### src/rtl/sfx_sequencer.sv
// Sound-effect sequencer: steps through a fixed note table per effect, driving a divider frequency and gate.
// Optional build macro SFX_LOOP_EN: i_hold at the last-step expiry restarts the effect instead of finishing.
module sfx_sequencer #(
  parameter int          CLK_FREQ  = 12000000,
  parameter logic [31:0] IDLE_FREQ = 32'd1000
) (
  input  logic        i_clk,
  input  logic        i_rst,
  input  logic        i_trig,
  input  logic [1:0]  i_sel,
  input  logic        i_hold,
  output logic [31:0] o_freq,
  output logic        o_gate,
  output logic        o_active,
  output logic        o_done
);

  localparam int PRESC = CLK_FREQ / 1000;
  localparam int PW    = $clog2(PRESC);
  localparam logic [PW-1:0] PRESC_MAX = PW'(PRESC - 1);

  typedef enum logic [1:0] {IDLE, PLAY, FINISH} state_t;

  typedef struct packed {
    logic [31:0] freq;
    logic [7:0]  dur;
  } note_t;

  // freq 0 marks a rest; unused slots are never reached because is_last stops the walk
  function automatic note_t note_rom(input logic [1:0] sel, input logic [2:0] step);
    note_t n;
    n = '{freq: 32'd0, dur: 8'd1};
    case ({sel, step})
      5'b00_000: n = '{freq: 32'd1760, dur: 8'd20};
      5'b00_001: n = '{freq: 32'd1320, dur: 8'd20};
      5'b00_010: n = '{freq: 32'd880,  dur: 8'd20};
      5'b01_000: n = '{freq: 32'd110,  dur: 8'd50};
      5'b01_001: n = '{freq: 32'd0,    dur: 8'd20};
      5'b01_010: n = '{freq: 32'd98,   dur: 8'd50};
      5'b01_011: n = '{freq: 32'd82,   dur: 8'd80};
      5'b10_000: n = '{freq: 32'd55,   dur: 8'd60};
      5'b11_000: n = '{freq: 32'd440,  dur: 8'd30};
      5'b11_001: n = '{freq: 32'd494,  dur: 8'd30};
      5'b11_010: n = '{freq: 32'd523,  dur: 8'd30};
      5'b11_011: n = '{freq: 32'd494,  dur: 8'd30};
      default:   n = '{freq: 32'd0,    dur: 8'd1};
    endcase
    return n;
  endfunction

  function automatic logic is_last(input logic [1:0] sel, input logic [2:0] step);
    case (sel)
      2'd0:    return step >= 3'd2;
      2'd1:    return step >= 3'd3;
      2'd2:    return 1'b1;
      default: return step >= 3'd3;
    endcase
  endfunction

  state_t      r_state, w_state_nxt;
  logic [1:0]  r_sel, w_sel_nxt;
  logic [2:0]  r_step, w_step_nxt;
  logic [PW-1:0] r_presc;
  logic [7:0]  r_ms;
  logic [31:0] r_freq;
  logic        r_gate, r_active, r_done;
  logic        w_load, w_tick, w_expire, w_loop;
  note_t       w_nxt;

`ifdef SFX_LOOP_EN
  assign w_loop = i_hold;
`else
  assign w_loop = 1'b0 & i_hold;
`endif

  assign w_tick   = (r_presc == PRESC_MAX);
  assign w_expire = w_tick && (r_ms == 8'd1);
  assign w_nxt    = note_rom(w_sel_nxt, w_step_nxt);

  always_comb begin
    w_state_nxt = r_state;
    w_sel_nxt   = r_sel;
    w_step_nxt  = r_step;
    w_load      = 1'b0;
    case (r_state)
      PLAY: begin
        if (i_trig) begin
          w_sel_nxt  = i_sel;
          w_step_nxt = 3'd0;
          w_load     = 1'b1;
        end else if (w_expire) begin
          if (!is_last(r_sel, r_step)) begin
            w_step_nxt = r_step + 3'd1;
            w_load     = 1'b1;
          end else if (w_loop) begin
            w_step_nxt = 3'd0;
            w_load     = 1'b1;
          end else begin
            w_state_nxt = FINISH;
          end
        end
      end
      default: begin
        // FINISH accepts a trigger exactly like IDLE; its o_done pulse is still emitted
        if (i_trig) begin
          w_state_nxt = PLAY;
          w_sel_nxt   = i_sel;
          w_step_nxt  = 3'd0;
          w_load      = 1'b1;
        end else begin
          w_state_nxt = IDLE;
        end
      end
    endcase
  end

  always_ff @(posedge i_clk) begin
    if (i_rst) begin
      r_state  <= IDLE;
      r_sel    <= 2'd0;
      r_step   <= 3'd0;
      r_presc  <= '0;
      r_ms     <= 8'd0;
      r_freq   <= IDLE_FREQ;
      r_gate   <= 1'b0;
      r_active <= 1'b0;
      r_done   <= 1'b0;
    end else begin
      r_state  <= w_state_nxt;
      r_sel    <= w_sel_nxt;
      r_step   <= w_step_nxt;
      r_active <= (w_state_nxt == PLAY);
      r_done   <= (w_state_nxt == FINISH);
      if (w_load) begin
        r_presc <= '0;
        r_ms    <= w_nxt.dur;
        r_gate  <= (w_nxt.freq != 32'd0);
        if (w_nxt.freq != 32'd0) r_freq <= w_nxt.freq;
      end else if (r_state == PLAY && w_state_nxt == PLAY) begin
        if (w_tick) begin
          r_presc <= '0;
          r_ms    <= r_ms - 8'd1;
        end else begin
          r_presc <= r_presc + 1'b1;
        end
      end else begin
        r_presc <= '0;
        r_ms    <= 8'd0;
        r_gate  <= 1'b0;
      end
    end
  end

  assign o_freq   = r_freq;
  assign o_gate   = r_gate;
  assign o_active = r_active;
  assign o_done   = r_done;

endmodule
### config.mk
export PLATFORM = sky130hd
export DESIGN_NAME = sfx_sequencer
export DESIGN_NICKNAME = d
export VERILOG_FILES = /design/src/rtl/sfx_sequencer.sv
export SDC_FILE = /design/constraint.sdc
export NUM_CORES = 1
export LEC_CHECK = 0
export ABC_AREA = 0
export BUFFER_PORTS_ARGS = -buffer_cell sky130_fd_sc_hd__buf_4
export CAP_MARGIN = 10
export CORE_MARGIN = 4
export CORE_UTILIZATION = 50
export CTS_CLUSTER_DIAMETER = 50
export DETAILED_ROUTE_END_ITERATION = 12
export PLACE_DENSITY = 0.83
export SKIP_LAST_GASP = 1
export SLEW_MARGIN = 20
export SYNTH_ARGS = -nofsm -noshare
export SYNTH_HDL_FRONTEND = slang
export SYNTH_SLANG_ARGS = --single-unit
### constraint.sdc
create_clock -name i_clk -period 6.8 [get_ports i_clk]
set_input_delay 1.36 -clock i_clk [delete_from_list [all_inputs] [get_ports i_clk]]
set_output_delay 1.36 -clock i_clk [all_outputs]
set_load 0.01 [all_outputs]
Word level (Yosys, flattened, before mapping)
Memory sizes are Yosys's and may differ from the RTL's.
Index checks and enable logic that the tools add are counted.
{ "totals": {"inputBits": 6, "memories": 1, "wordCells": 55, "mem_bits_ro": 576, "register_bits": 64} }
{ "classes": {"magnitude_cmp": 2, "eq_ne": 8, "n_bitwise": 1, "n_addsub": 3, "muxes": 25, "n_reduce_logical": 6} }
{ "memory_table": {"columns": ["memory", "words", "word_bits", "read_ports", "rd_ports_with_merged_regs", "write_ports", "line_no", "rtl"], "rows": [
  ["(no name shown)", 32, 18, 1, 0, 0, "33", "case ({sel, step})"]
]} }
{ "op_table": {"columns": ["op", "n"], "rows": [
  ["$reduce_bool 32->1", 1],
  ["$mux 8", 3],
  ["$mux 3", 5],
  ["$add 14x1->14 const B", 1],
  ["$eq 14x14->1 const B", 1],
  ["$mux 1", 11],
  ["$mux 2", 5],
  ["$eq 8x1->1 const B", 1],
  ["$sub 8x1->8 const B", 1],
  ["$ge 3x2->1 const B", 2],
  ["$eq 2x1->1 const B", 2],
  ["$eq 2x2->1 const B", 2],
  ["$reduce_or 4->1", 1],
  ["$add 3x1->3 const B", 1],
  ["$ne 3x3->1 const B", 1],
  ["$logic_and 1x1->1", 2],
  ["$logic_not 2->1", 1],
  ["$ne 2x2->1 const B", 1],
  ["$pmux 1 s2", 1],
  ["$reduce_and 2->1", 1],
  ["$not 1->1", 1]
]} }

Logic depth before layout (Yosys ltp)
Gate-level depths: netlist of run 1.
{ "depth": {"word_depth": 13, "depth_mapped": 15} }

Least setup slack after synthesis of run 1
Ideal clock, no wire load.
{ "synth_timing": {"kind": "flip-flop to flip-flop", "startpoint": "reg r_step[0]", "endpoint": "reg r_freq[3] (netlist: o_freq[3])", "setup_slack_ns": 2.919, "synth_period_minus_slack_ns": 3.881, "t_arrival_ns": 3.759, "t_required_ns": 6.678, "stages_incl_launch_ff": 15, "setup_time_ns": 0.122, "path_cell_list": "dfxtp_1 > inv_1 > ha_1 > or4_1 > o31ai_4 > and4_1 > buf_6 > mux2i_2 > ha_1 > clkbuf_1 > a31oi_1 > and4b_1 > nor3_1 > o41ai_4 > a311o_1"} }
{ "synth_between": {"elab_chain_len": 12, "word_cells_on_any_way": 19, "classes_between": "1 x add/sub; 2 x order compare; 13 x mux; 2 x reduce/logical; 1 x memory"} }
{ "synth_rtl": {"columns": ["item", "line_no", "rtl"], "rows": [
  ["start: declaration", "62", "logic [2:0] r_step, w_step_nxt;"],
  ["start signal: assignment", "131", "r_step <= w_step_nxt;"],
  ["$ge 3x2->1 (on tied branches)", "54, 56, 53", null],
  ["$pmux 1 s2", "52", "case (sel)"],
  ["$mux 1", "91", "end else if (w_expire) begin"],
  ["$mux 1", "87", "if (i_trig) begin"],
  ["$mux 1", "85", "case (r_state)"],
  ["$mux 3", "92", "if (!is_last(r_sel, r_step)) begin"],
  ["$mux 3", "91", null],
  ["$mux 3", "87", null],
  ["$mux 3", "85", null],
  ["$mem_v2 32x18", null, null],
  ["$reduce_bool 32->1", "138", "if (w_nxt.freq != 32'd0) r_freq <= w_nxt.freq;"],
  ["$reduce_and 2->1 (no line)", null, null],
  ["end signal: assignment", "138", null],
  ["end: declaration", "65", "logic [31:0] r_freq;"]
]} }
Parallel ways exist; a longest one is shown, timed or not. The select of a mux whose other input is x is not followed.
A chain may end at the register's enable or synchronous reset.

Final worst setup path of run 1
{ "layout_timing": {"startpoint": "reg r_step[0]", "endpoint": "reg r_freq[8] (netlist: o_freq[8])"} }
The elaborated chain is that of the path after synthesis.

==> metrics.md, run 1 <==
| Metric | Value |
|---|---|
| Seq pwr share | 51.2% |
| Final period utilization | 66.9% |
| Slew margin rel. | 28.3% |
| Flop2flop setup slack | 2.25 ns |
| Fillers | 490 |
| Yosys cell types | 61 |
| Top FF cell, synth | dfxtp_1 |
| Avg WL per Cell | 13.6 µm |
| Post-Syn Area per Cell | 8.34 µm² |
| Num CTS Buffers | 5 |
| Grt ovf | 0 |
| Final std cells w/o fill | 393 |
| Post-route setup slack | 2.25 ns |
| Crit-path leading delay family | simple AND/OR/NAND/NOR gates |
| Crit path max fanout | 11 |
| Switching pwr | 0.158 mW |
| RSZ-0062 raised after global routing | false |
| Fin nets | 342 |
| Post_cts resized | 0 |
| Worst-path clk slew | 0.09 ns |
| First-pass GRT wire length | 9160 µm |
| Core Region | 5070 µm² |
| CTS Hold Bufs | 0 |
| Clock root cell | clkbuf_8 |
| Number of remaining DRC errors | 0 |
| Final worst clock skew | 0.00726 ns |
| Min-delay src | r_presc[0]$_SDFF_PP0_ |
| YS warnings | 0 |
| Placed Instance Area | 2680 µm² |
| IO buf count | 18 |
| M3 GR Usage | 4.04% |
| Register Area | 861 µm² |
| H-tree depth | 2 |
| Via density | 5.60 |
| Ant. Diodes | 0 |
| Number of setup violations in the final report | 0 |
| Fin area | 2780 µm² |
| CP endpoint kind | flip-flop |
| CTS tree | done |
| Status | completed |
| Synthesized area | 2620 µm² |
| Setup TNS after final layout | 0 ns |
| Final core occ | 54.7% |
| Worst R2R End | o_freq[8]$_SDFFE_PP1P_ |
| Initial Util | 51.6% |
| Pre-CTS setup slack | 2.28 ns |
| Max Buffers Root-to-Sink | 2 |
| Reg2Reg Launch Point | r_step[0]$_SDFF_PP0_ |
| Cell Pwr Density | 191 nW/µm² |
| Sw Ratio | 29.9% |
| Multi-input gate area | 1550 µm² |
| Vias in the first global route | 2037 |
| Top-Level Pins | 41 |
| Hold Path Stages | 1 |
| Gate power share | 17.2% |
| Postcts setup bufs | 0 |
| Area Growth Syn to Fin | 6.02% |
| Register area share after synthesis | 32.9% |
| Worst-path cell chain | inv_1, ha_1, or4_1, o31ai_4, and4_1, mux2i_2, ha_1, a21boi_0, a21oi_1, nor3_1, o41ai_4, a311o_1 |
| Synthesized netlist cell count | 314 |
| Die width | 80.4 µm |
| GRT Util Overall | 17.6% |
| Lkg Pwr | 1.15 nW |
| Final ANT Viol Nets | 0 |
| CP required | 6.99 ns |
| Post-synth EDFFs | 0 |
| CP bufs+invs | 1 |
| Met1 Use GR | 22.1% |
| Worst-skew pair later-pin latency | 0.30 ns |
| Reg2reg path depth | 12 |
| Gr busiest metal | met2 |
| Power Internal | 0.371 mW |
| M2 GR Usage | 29.2% |
| Maximum vdd drop | 0.000138 V |
| HP Class | flip-flop to flip-flop |
| Total chip power | 0.529 mW |
| Hold endpoint | r_presc[0]$_SDFF_PP0_ |
| Iter 0 DRT Violations | 92 |
| Die area | 6460 µm² |
| Share of cells above drive strength 1 | 11.5% |
| Final wirelength | 5350 µm |
| Slew @ Worst Pin | 1.08 ns |
| Die Y | 80.4 µm |
| Hold Fails Final Rpt | 0 |
| Hold WS | 0.489 ns |
| Placed cell count | 385 |
| Fmax | 220 MHz |
| Pin count of the biggest net entering global routing | 30 |
| Max-cap violations | 0 |
| Fin. max-slew vios | 0 |
| Slowest CP cell | mux2i_2 |
| Top cell by count, worst path | ha_1 |
| Hpwl dp | 3830 µm |
| Fin crit period | 4.55 ns |
| Cell Rows | 26 |
| CTS sink count | 43 |
| Clock power share | 31.6% |
| CP startpoint kind | flip-flop |
| Post-synth ARST share | 0% |
| Gpl congestion | 0.879 |
| Crit path largest cell delay | 0.60 ns |
| Flops & latches, synth | 43 |
| Pre-antenna DRT Iters | 6 |
| Detailed-route via count | 2201 |
| Antenna violations before repair | 0 |
| Arr. time, crit path | 4.74 ns |
| Worst Path Class, Setup | flip-flop to flip-flop |
-- cells in the final DEF (no fill, tap or decap), types with 2 or more instances in the layout --
cell type	Yosys	routed
dfxtp_1	43	43
nor2_1	42	42
nand2_1	25	25
conb_1	1	21
buf_4	21	18
inv_1	14	14
nor3_1	14	14
o21ai_0	14	14
ha_1	14	14
a21oi_1	13	13
xor2_1	10	10
nand3_1	7	7
xnor2_1	7	7
nor4_1	5	5
a311o_1	5	5
clkbuf_8	0	5
a41o_1	4	4
and4_1	3	3
and3_1	3	3
a31oi_1	3	3
or3_1	3	3
o32ai_1	3	3
and2_1	2	2
nand2b_1	2	2
a211o_1	2	2
nand3b_1	2	2
o22ai_1	2	2
nand4_1	2	2
a211oi_1	2	2
clkinv_4	0	2
-- power by group through the flow --
| stage | sequential (mW) | clock (mW) | combinational [mW] |
|---|---|---|---|
| after floorplan | 0.277 | 0 | 0.0751 |
| after global placement | 0.277 | 0 | 0.0881 |
| after detailed placement | 0.277 | 0 | 0.0894 |
| after CTS | 0.271 | 0.174 | 0.0903 |
| after global routing | 0.273 | 0.183 | 0.101 |
| final | 0.271 | 0.167 | 0.0911 |
-- registers in the layout (all words and copies together), names as in the netlist --
name / count
r_presc: 14
o_freq: 11
r_ms: 8
r_step: 3
r_sel: 2
r_state: 2
o_active: 1
o_done: 1
o_gate: 1
-- layout make-up --
type	count	area share [%]
Inverter	14	1.89
Tap cell	70	3.16
Timing Repair Buffer	18	4.87
Multi-Input combinational cell	240	55.7
Sequential cell	43	31.0
Clock buffer	5	2.48
Clock inverter	3	0.902
-- synth_stat cells (2+ instances only) --
master,count,area [µm²]
dfxtp_1,43,861
nor2_1,42,158
nand2_1,25,93.8
buf_4,21,158
ha_1,14,175
inv_1,14,52.6
nor3_1,14,70.1
o21ai_0,14,70.1
a21oi_1,13,65.1
clkbuf_1,13,48.8
xor2_1,10,87.6
nand3_1,7,35.0
xnor2_1,7,61.3
a311o_1,5,50.1
nor4_1,5,31.3
a41o_1,4,40.0
a31oi_1,3,18.8
and3_1,3,18.8
and4_1,3,26.3
o32ai_1,3,26.3
or3_1,3,18.8
a211o_1,2,17.5
a211oi_1,2,15.0
and2_1,2,12.5
buf_6,2,22.5
nand2b_1,2,12.5
nand3b_1,2,15.0
nand4_1,2,12.5
o22ai_1,2,12.5
-- cell families (layout without fill, tap and decap cells) --
family                     after synthesis  count (layout)  share of synthesized area (%)
adders and majority gates               14              14                           6.69
and+or+nand+nor                        122             122                           24.0
DFF                                     43              43                           32.9
muxes                                    3               3                           1.34
AOI/OAI and AO/OA                       63              63                           18.3
buffers and inverters                   51              40                           10.9
other                                    1              21                          0.143
xor gates and xnor gates                17              17                           5.69
-- how the worst max path moves through the flow --
stage | startpoint | end | slack, ns | cells after the start
2_1_floorplan | r_step[0]$_SDFF_PP0_ | o_freq[3]$_SDFFE_PP1P_ | 2.92 | 14
3_3_place_gp | r_step[0]$_SDFF_PP0_ | o_freq[8]$_SDFFE_PP1P_ | 2.41 | 12
3_5_place_dp | r_step[0]$_SDFF_PP0_ | o_freq[8]$_SDFFE_PP1P_ | 2.28 | 12
4_1_cts | r_step[0]$_SDFF_PP0_ | o_freq[8]$_SDFFE_PP1P_ | 2.29 | 12
5_1_grt | r_step[0]$_SDFF_PP0_ | o_freq[8]$_SDFFE_PP1P_ | 1.84 | 12
6_report | r_step[0]$_SDFF_PP0_ | o_freq[8]$_SDFFE_PP1P_ | 2.25 | 12
-- layer usage --
metal	vias to the layer above	wire length (µm)
met1	1035	2440
met5	-	0
li1	1093	-
met3	12	322
met2	61	2500
met4	0	93
(Power assumes the default switching activity.)
==> run 2, diff against run 1 <==
Settings changed: ABC_AREA 0 to 1, PLACE_DENSITY 0.83 to 0.82.
Clock period 6.8 ns to 4.7 ns, I/O delays scaled along.
==> run 2 against run 1 <==
  * First-iteration DRC count rose by 39%
  * Clock power increased by 110%
  * Utilization up 2.1 points
  * Combinational power grew 66%
  * Flip-flop and latch count stayed put
  * Via count up 9.0%
  * Critical path type unchanged
  * Largest cell class unchanged
  * Highest routed layer unchanged
==> metrics.md, run 2 <==
| Metric | Value |
|---|---|
| CP bufs+invs | 4 (+3) |
| Worst-path cell chain | inv_1, ha_1, o21ai_1, nand2_1, nor2_1, nand4_1, nand3_2, clkinv_1, ha_1, nor2_1, inv_1, nor2_1, inv_1, nand2_1, nor2_2, nand2_1, nor2_4, nand2_4, nand2_4, nand2_1, nand2_1, nor2_1 |
| Crit path largest cell delay | 0.39 ns (-0.21 ns) |
| H-tree depth | 2 (unchanged) |
| Worst-skew pair later-pin latency | 0.31 ns (about the same) |
| Num CTS Buffers | 5 (unchanged) |
| Final wirelength | 5560 µm (+3.9%) |
| Switching pwr | 0.240 mW (+52%) |
| Gpl congestion | 0.888 (+1.0%) |
| Yosys cell types | 41 (-33%) |
| CP required | 4.94 ns (-2.05 ns) |
| Multi-input gate area | 1530 µm² (-1.1%) |
| Gate power share | 17.0% (-0.2 points) |
| Max Buffers Root-to-Sink | 2 (unchanged) |
| Reg2Reg Launch Point | r_step[0]$_SDFF_PP0_ |
| Slew margin rel. | 63.9% (+36 points) |
| Final core occ | 56.7% (+2.1 points) |
| Core Region | 5170 µm² (+1.9%) |
| Flops & latches, synth | 43 (unchanged) |
| Avg WL per Cell | 11.9 µm (-13%) |
| Setup TNS after final layout | 0 ns (unchanged) |
| Status | completed |
| CP startpoint kind | flip-flop |
| Synthesized area | 2710 µm² (+3.3%) |
| Crit path max fanout | 11 (unchanged) |
| IO buf count | 18 (unchanged) |
| Clock power share | 38.9% (+7.3 points) |
| Post_cts resized | 0 (unchanged) |
| Iter 0 DRT Violations | 128 (+39%) |
| Hpwl dp | 4170 µm (+8.9%) |
| Fin nets | 417 (+22%) |
| Hold Path Stages | 1 (unchanged) |
| Worst Path Class, Setup | flip-flop to flip-flop |
| First-pass GRT wire length | 9490 µm (+3.6%) |
| Top post-synthesis cells by count | nand2_1, nor2_1, inv_1, dfxtp_1, nand3_1 |
| Number of remaining DRC errors | 0 (unchanged) |
| Top cell by count, worst path | nand2_1 |
| Area Growth Syn to Fin | 8.51% |
| Antenna violations before repair | 0 (unchanged) |
| Cell Rows | 26 (unchanged) |
| Final worst clock skew | 0.00877 ns (+0.00151 ns) |
| Initial Util | 52.3% (+0.72 points) |
| Commonest non-fill, non-tap cell in the layout | nand2_1 |
| Sw Ratio | 27.1% (-2.8 points) |
| CTS Hold Bufs | 0 (unchanged) |
| Grt ovf | 0 (unchanged) |
| Cell Pwr Density | 302 nW/µm² (+58%) |
| Max reg flops | 14 (unchanged) |
| Largest Register | r_presc |
| Worst-path clk slew | 0.08 ns (about the same) |
| Postcts setup bufs | 0 (unchanged) |
| Post-synth top area share | 31.8% (-1.1 points) |
| Pin count of the biggest net entering global routing | 17 (-43%) |
| Most frequent cell after synthesis | nand2_1 |
| Final ANT Viol Nets | 0 (unchanged) |
| CTS tree | done |
| Flop2flop setup slack | 1.46 ns (-0.79 ns) |
| Crit-path leading delay family | simple AND/OR/NAND/NOR gates |
| Share of cells above drive strength 1 | 13.1% (+1.6 points) |
| Detailed-route via count | 2399 (+9.0%) |
| Commonest cells after routing, fill and taps aside | nand2_1, nor2_1, inv_1 |
| Register Area | 861 µm² (unchanged) |
| Fin. max-slew vios | 0 (unchanged) |
| Top-Level Pins | 41 (unchanged) |
| Power Internal | 0.646 mW (+74%) |
| HP Class | flip-flop to flip-flop |
| Arr. time, crit path | 3.48 ns (-1.26 ns) |
| Worst R2R End | o_freq[10]$_SDFFE_PP0P_ |
| Fillers | 472 (-3.7%) |
| GRT Util Overall | 17.9% (+0.34 points) |
| Synthesized netlist cell count | 381 (+21%) |
| Top FF cell, synth | dfxtp_1 |
| Clock root cell | clkbuf_8 |
| Post-synth EDFFs | 0 (unchanged) |
| Dominant cell type by area after synthesis | dfxtp_1 |
| Maximum vdd drop | 0.000128 V (-7.1%) |
| Final period utilization | 69.0% (+2.1 points) |
| Total chip power | 0.887 mW (+67%) |
| Pre-antenna DRT Iters | 4 (-2) |
| Number of cells on the critical path | 22 (+10) |
| Die area | 6650 µm² (+3.0%) |
| CP endpoint kind | flip-flop |
| Seq pwr share | 44.1% (-7.1 points) |
| Post-Syn Area per Cell | 7.10 µm² (-15%) |
| Die width | 81.6 µm (+1.5%) |
| Reg2reg path depth | 22 (+10) |
| Via density | 5.13 (-8.5%) |
| YS warnings | 0 (unchanged) |
| Lkg Pwr | 1.34 nW (+16%) |
| Ant. Diodes | 0 (unchanged) |
| Synth top area cells | dfxtp_1, nand2_1, nor2_1 |
| Slew @ Worst Pin | 0.540 ns (-0.535 ns) |
| Die Y | 81.6 µm (+1.5%) |
| RSZ-0062 raised after global routing | false |
| Fmax | 308 MHz (+40%) |
| Slowest CP cell | dfxtp_1 |
| Number of setup violations in the final report | 0 (unchanged) |
| Hold Fails Final Rpt | 0 (unchanged) |
| CTS sink count | 43 (unchanged) |
| Register area share after synthesis | 31.8% (-1.1 points) |
| Fin crit period | 3.24 ns (-1.31 ns) |
| Hold WS | 0.453 ns (-0.0357 ns) |
| Hold endpoint | r_presc[0]$_SDFF_PP0_ |
| Min-delay src | r_presc[0]$_SDFF_PP0_ |
| Vias in the first global route | 2254 (+11%) |
| Max-cap violations | 0 (unchanged) |
| Post-synth ARST share | 0% (unchanged) |
[run 2: changes by cell type after synthesis, sizes merged, moves of 5 or more]
cell	change
nand4	+12
nand3	+20
nor2	+21
a311o	-5
inv	+34
xor2	-5
nand2	+44
clkbuf	-8
[run 2: stage by stage]
stage / instance area (µm²) / setup slack (ns) / cells
after global placement: 2800 / 1.48 / 460
after global routing: 2940 / 1.08 / 468
after CTS: 2940 / 1.46 / 468
after detailed placement: 2800 / 1.44 / 460
after floorplan: 2780 / 1.91 / 401
final: 2940 / 1.46 / 468
[run 2: worst register-to-register path, delay by kind of cell, from the launching register on]
| kind | cells | cell delay, ns |
|---|---|---|
| simple gates | 15 | 1.74 |
| fa+ha+maj | 2 | 0.46 |
| buf+inv | 4 | 0.44 |
| flops | 1 | 0.39 |
| compound gates | 1 | 0.17 |
[run 2: cells by family after synthesis]
| family | synth area share, % |
|---|---|
| compound gates | 9.62 |
| xor+xnor | 2.59 |
| fa+ha+maj | 6.48 |
| buf+inv | 14.4 |
| flops | 31.8 |
| other cells | 0.139 |
| simple gates | 34.9 |
[run 2: cell type report]
class / instances / share of cell area (%)
repair buffers: 18 / 4.60
well taps: 70 / 2.98
inverters: 49 / 6.35
clock inverters: 3 / 2.30
clock buffers: 5 / 2.34
multi-input cells: 280 / 52.1
flip-flops and latches: 43 / 29.3
[run 2: worst max path at each step]
stage,start,to
finish,r_step[0]$_SDFF_PP0_,o_freq[10]$_SDFFE_PP0P_
global route,r_step[0]$_SDFF_PP0_,o_freq[3]$_SDFFE_PP1P_
CTS,r_step[0]$_SDFF_PP0_,o_freq[10]$_SDFFE_PP0P_
detailed placement,i_trig,o_freq[10]$_SDFFE_PP0P_
global placement,i_trig,o_freq[10]$_SDFFE_PP0P_
floorplan,r_step[0]$_SDFF_PP0_,o_freq[10]$_SDFFE_PP0P_
[run 2: power groups by stage]
stage,combinational [mW],clock [mW],sequential (mW)
after floorplan,0.121,0,0.402
after detailed placement,0.149,0,0.399
after global routing,0.171,0.368,0.393
after global placement,0.146,0,0.399
final,0.151,0.345,0.391
after CTS,0.150,0.351,0.391
[run 2: layer usage]
layer  global-route usage [%]  routed length [µm]  vias up
li1                         -                   -     1228
met1                     20.3                2450     1099
met2                     32.2                2760       61
met3                     3.18                 243       11
met4                     8.95                 110        0
met5                        0                   0        -
